==> config.mk <==
export PLATFORM = sky130hd
export DESIGN_NAME = stream_demux_1ton
export DESIGN_NICKNAME = d
export VERILOG_FILES = /design/src/rtl/stream_demux_1ton.sv
export SDC_FILE = /design/constraint.sdc
export NUM_CORES = 1
export LEC_CHECK = 0
export CELL_PAD_IN_SITES_DETAIL_PLACEMENT = 1
export CELL_PAD_IN_SITES_GLOBAL_PLACEMENT = 2
export CORE_MARGIN = 2
export CORE_UTILIZATION = 27
export DETAILED_ROUTE_END_ITERATION = 12
export GPL_TIMING_DRIVEN = 0
export PLACE_DENSITY_LB_ADDON = 0.25
export SLEW_MARGIN = 0
export SYNTH_ARGS = -nofsm -noshare
export SYNTH_HDL_FRONTEND = slang
export SYNTH_SLANG_ARGS = --single-unit
export TNS_END_PERCENT = 10
==> constraint.sdc <==
create_clock -name clk -period 1.9 [get_ports clk]
set_clock_uncertainty 0.15 [all_clocks]
set_input_delay 0.285 -clock clk [delete_from_list [all_inputs] [get_ports clk]]
set_output_delay 0.285 -clock clk [all_outputs]
set_load 0.01 [all_outputs]
==> src/rtl/stream_demux_1ton.sv <==
// ---------------------------------------------------------------------------
// stream_demux_1ton
//
// Registered 1-to-N stream demultiplexer with valid/ready handshakes on the
// input and on every output channel. Each accepted input word is routed to
// the channel named by its select field. Every channel owns a one-entry
// output register, so a stalled consumer only back-pressures words aimed at
// its own channel. Words carrying a select value >= NUM_CH are accepted,
// dropped, and counted in a saturating 8-bit counter.
//
// Optional feature (macro STREAM_DEMUX_RR_MODE_EN):
//   Adds input rr_mode. While rr_mode=1 the destination comes from an
//   internal round-robin pointer instead of in_sel. The pointer advances on
//   every accept, wraps at NUM_CH-1, and never skips a busy channel (the
//   input stalls instead).
//
// Parameters:
//   DATA_W  width of a data word
//   NUM_CH  number of output channels (2..16)
//   SEL_W   select width, derived from NUM_CH (do not override)
//
// Ports:
//   clk          clock, all state updates on the rising edge
//   rst_n        asynchronous active-low reset
//   rr_mode      (macro only) route by round-robin pointer instead of in_sel
//   in_valid     input word present
//   in_ready     input word accepted this cycle (0 while in reset)
//   in_data      input word
//   in_sel       destination channel for in_data
//   out_valid    per-channel word present
//   out_ready    per-channel consumer accepts
//   out_data     channel k at bits [k*DATA_W +: DATA_W]
//   bad_sel_cnt  number of words dropped for an out-of-range select (sat 255)
// ---------------------------------------------------------------------------
module stream_demux_1ton #(
    parameter int DATA_W = 8,
    parameter int NUM_CH = 4,
    parameter int SEL_W  = $clog2(NUM_CH)
) (
    input  logic                     clk,
    input  logic                     rst_n,
`ifdef STREAM_DEMUX_RR_MODE_EN
    input  logic                     rr_mode,
`endif
    input  logic                     in_valid,
    output logic                     in_ready,
    input  logic [DATA_W-1:0]        in_data,
    input  logic [SEL_W-1:0]         in_sel,
    output logic [NUM_CH-1:0]        out_valid,
    input  logic [NUM_CH-1:0]        out_ready,
    output logic [NUM_CH*DATA_W-1:0] out_data,
    output logic [7:0]               bad_sel_cnt
);

    // One extra bit so NUM_CH itself is representable for the range compare.
    localparam logic [SEL_W:0]   CH_LIMIT = (SEL_W + 1)'(NUM_CH);
    localparam logic [SEL_W-1:0] LAST_CH  = SEL_W'(NUM_CH - 1);

    logic [SEL_W-1:0]         dest;
    logic                     dest_in_range;
    logic                     slot_ready;
    logic                     accept;

    logic [NUM_CH-1:0]        out_valid_d,   out_valid_q;
    logic [NUM_CH*DATA_W-1:0] out_data_d,    out_data_q;
    logic [7:0]               bad_sel_cnt_d, bad_sel_cnt_q;

`ifdef STREAM_DEMUX_RR_MODE_EN
    logic [SEL_W-1:0]         rr_ptr_d, rr_ptr_q;
`endif

    // -----------------------------------------------------------------------
    // Destination decode and input handshake
    // -----------------------------------------------------------------------
    always_comb begin
        // NOTE: every signal written here gets a default first, so no path
        // through the block leaves a value unassigned and no latch is inferred.
        slot_ready = 1'b0;

`ifdef STREAM_DEMUX_RR_MODE_EN
        dest = rr_mode ? rr_ptr_q : in_sel;
`else
        dest = in_sel;
`endif
        dest_in_range = ({1'b0, dest} < CH_LIMIT);

        // Compare against each channel rather than indexing with dest, so an
        // out-of-range select never reads past the end of the vectors.
        for (int k = 0; k < NUM_CH; k++) begin
            if (dest == SEL_W'(k)) begin
                slot_ready = ~out_valid_q[k] | out_ready[k];
            end
        end

        // Out-of-range words are always taken so they can be dropped; a full
        // slot still accepts when it drains in the same cycle.
        in_ready = rst_n & (dest_in_range ? slot_ready : 1'b1);
        accept   = in_valid & in_ready;
    end

    // -----------------------------------------------------------------------
    // Next-state logic: channel slots, drop counter, round-robin pointer
    // -----------------------------------------------------------------------
    always_comb begin
        out_valid_d   = out_valid_q;
        out_data_d    = out_data_q;
        bad_sel_cnt_d = bad_sel_cnt_q;

        // Load has priority over drain so a slot can drain and refill on the
        // same edge, sustaining one word per cycle per channel.
        for (int k = 0; k < NUM_CH; k++) begin
            if (accept && (dest == SEL_W'(k))) begin
                out_data_d[k*DATA_W +: DATA_W] = in_data;
                out_valid_d[k]                 = 1'b1;
            end else if (out_valid_q[k] && out_ready[k]) begin
                out_valid_d[k] = 1'b0;
            end
        end

        if (accept && !dest_in_range && (bad_sel_cnt_q != 8'hFF)) begin
            bad_sel_cnt_d = bad_sel_cnt_q + 8'd1;
        end
    end

`ifdef STREAM_DEMUX_RR_MODE_EN
    always_comb begin
        rr_ptr_d = rr_ptr_q;
        if (rr_mode && accept) begin
            rr_ptr_d = (rr_ptr_q == LAST_CH) ? '0 : rr_ptr_q + SEL_W'(1);
        end
    end
`endif

    // -----------------------------------------------------------------------
    // State registers
    // -----------------------------------------------------------------------
    always_ff @(posedge clk or negedge rst_n) begin
        // NOTE: the data registers are reset along with the valids because
        // out_data is defined as 0 in reset; they are flops, not a RAM, so the
        // reset costs nothing structural.
        if (!rst_n) begin
            out_valid_q   <= '0;
            out_data_q    <= '0;
            bad_sel_cnt_q <= '0;
        end else begin
            // NOTE: state updates use non-blocking assignments so every
            // register samples the pre-edge values computed above.
            out_valid_q   <= out_valid_d;
            out_data_q    <= out_data_d;
            bad_sel_cnt_q <= bad_sel_cnt_d;
        end
    end

`ifdef STREAM_DEMUX_RR_MODE_EN
    always_ff @(posedge clk or negedge rst_n) begin
        if (!rst_n) begin
            rr_ptr_q <= '0;
        end else begin
            rr_ptr_q <= rr_ptr_d;
        end
    end
`else
    // Keep the constant referenced in the default build.
    logic unused_last_ch;
    assign unused_last_ch = ^LAST_CH;
`endif

    assign out_valid   = out_valid_q;
    assign out_data    = out_data_q;
    assign bad_sel_cnt = bad_sel_cnt_q;

endmodule
==> results.toml <==
[worst_setup_path]
crit_end = "out_data[21]$_DFFE_PN0P_"
worstSetupPathType = "input port to flip-flop"
cpPeakStageDelay_ns = 0.54
cp.required_ns = 1.91
path_max_fanout = 8
cp_cell_sequence = "clkdlybuf4s50_1, nand3_1, nor3b_4, buf_12, mux2_2"
rrSetupSlack_ns = 0.34
cp.arrival_ns = 1.77
rr_endpoint = "out_data[0]$_DFFE_PN0P_"
start_kind = "input port"
crit_path_start = "in_valid"
endpoint_kind = "flip-flop"
reg2reg_from = "out_valid[0]$_DFFE_PN0P_"
reg2reg_depth = 3
slowest_stage = "clkdlybuf4s50_1"

[worst_hold_path]
min_path_type = "input port to async pin"

[die]
die_w_microns = 78.4
std_cell_rows = 27
start_util_pct = 27.5
chipHeight_microns = 78.4
ios = 62
design.core.area_sq_mm = 0.00544
dieArea_sq_mm = 0.00615

[yosys]
netlist_instances = 98
synthTopCellsByArea = "dfrtp_1, mux2_2, buf_4"
syn_avg_cell_area_sq_um = 15.3
yosysTopAreaCellShare_pct = 60.2
ys_async_sr_fraction_pct = 100
yosysMostFrequentCell = "dfrtp_1"
yosysSeqAreaShare_pct = 60.2
ys_seq_elements = 36
synthFlopType = "dfrtp_1"
synth_common_cells = "dfrtp_1, mux2_2, buf_4"
synth.cell_area_sq_mm = 0.00150
synthDistinctLibCells = 21
synth-edff-count = 0
ys_warn_count = 0
synth_top_area_cell = "dfrtp_1"

[grt]
met2_usage_pct = 19.8
met3_usage_pct = 6.67
antenna_found_initial = 0
grt_util_all_layers_pct = 13.0
grt_use_met1_pct = 16.3
grt_max_degree = 41
first_global_vias = 1087
gr-total-overflow = 0
grt_pass1_wl_mm = 5.96
top_usage_layer = "met2"

[finish]
nets = 182
n_antenna_cell = 0
syn_to_final_growth_pct = 50.6
fin_cells = 238
drive_gt1_share_pct = 34.9

[sta]
relSlewSlack_pct = 66.4
period_needed_ns = 1.75
finalSetupViolCount = 0
worst_pin_slew_ns = 0.504
hold_viol = 36
achievable-frequency_ghz = 0.570
setup_tns_ns = 0
period_share_pct = 92.3
rsz0062_at_grt = "false"
timing.hold.ws_ns = -0.177
maxSlewViolCount = 0

[clock_network]
clkTransAtPathRegs_ns = 0.07
clockBufferDepth = 2
cts_made_buffers = 5
cts_root_buf = "clkbuf_8"
cts_tree = "built"
htree_levels = 2
cts_sinks = 36
worstSkewPairLatency_ns = 0.28

[drt]
ant_nets = 0
routedWlPerCell_microns = 15.4
dr.pass1.iters = 2
drtIter0Drc = 20
vias = 1005
drc = 0
routed_via_density = 4.22
routed_wl_mm = 3.66

[place]
dpl.cell_count = 228
numPortBuffers = 51
routabilityCongestion = 0.698
hpwl_mm = 2.55

[status]
outcome = "finished, violations left"
violations = "negative hold slack"

[power]
power.density_mw_per_mm2 = 988
ir_worst_vdd_mv = 0.450
p_leak_uw = 0.000971

[flow_run]
cap_viol_max_count = 0
-- layer usage --
metal	wire length (microns)	vias up
met5	0	-
met4	38	0
met3	333	5
met2	1690	42
met1	1600	496
li1	-	462
-- metrics by stage --
step                      utilization [%]  instance area (sq um)  hold WS [ns]  setup slack [ns]  power [uW]
after floorplan                         -                   1520        -0.161             0.322        1270
after detailed placement             38.9                   2120         0.301            -0.689        1700
final                                41.4                   2250        -0.177             0.145        2230
after CTS                            41.5                   2260        -0.172           0.00968        2270
after global placement               39.0                   2120         0.334             -1.77        1680
after global routing                 41.4                   2250        -0.161            0.0442        2360
-- how the worst min path moves through the flow --
| stage | endpoint | slack (ns) | cells past startpoint |
|---|---|---|---|
| final | out_data[31]$_DFFE_PN0P_ | -0.18 | 1 |
| after global routing | out_data[23]$_DFFE_PN0P_ | -0.16 | 1 |
| after CTS | out_data[23]$_DFFE_PN0P_ | -0.17 | 1 |
| after detailed placement | out_data[23]$_DFFE_PN0P_ | 0.30 | 1 |
| after global placement | out_data[15]$_DFFE_PN0P_ | 0.33 | 1 |
| after floorplan | out_data[0]$_DFFE_PN0P_ | -0.16 | 0 |
-- area by class of cell --
cell class / count / area [sq um]
Sequential cell: 36 / 901
Multi-Input combinational cell: 59 / 557
Clock buffer: 8 / 90.1
Fill cell: 585 / 3190
Tap cell: 72 / 90.1
Timing Repair Buffer: 53 / 543
Buffer: 10 / 72.6
-- layout by cell type (no fill, tap or decap), drive strengths merged, types with 2 or more instances in the layout --
cell type | synthesis | layout
conb | 1 | 8
nor3b | 2 | 2
clkbuf | 0 | 9
nand2 | 2 | 2
nand2b | 3 | 3
mux2 | 32 | 32
dfrtp | 36 | 36
clkdlybuf4s50 | 0 | 49
buf | 10 | 13
nand3 | 2 | 2
-- kinds of logic (layout without fill, tap and decap cells) --
kind of cell | Yosys count | count (layout) | synth area share [%]
other | 1 | 8 | 0.251
buffers and inverters | 10 | 71 | 4.85
muxes | 33 | 33 | 24.7
and+or+nand+nor | 15 | 15 | 8.70
AOI/OAI and AO/OA | 3 | 3 | 1.25
DFF | 36 | 36 | 60.2
-- power by group --
group | switching (uW) | internal, uW
combinational | 247 | 428
clock | 248 | 295
sequential | 81.6 | 925
-- worst max-delay path: cells and delay by family --
family,cells,cell delay (ns)
mux,1,0.34
buf+inv,2,0.71
simple gates,2,0.44
-- sequential cells by signal, summed over array words and instances, names as in the netlist --
| register | flops |
|---|---|
| out_data | 32 |
| out_valid | 4 |
-- what timing repair did --
| item | CTS | global route |
|---|---|---|
| setup endpoints to repair | 34 | 1 |
| buffers inserted | 2 | 0 |
| gates resized for setup | 4 | 2 |
| hold endpoints to repair | 36 | 36 |
| pin swaps | 1 | 0 |
No activity file was read; power rests on OpenSTA's default activity.
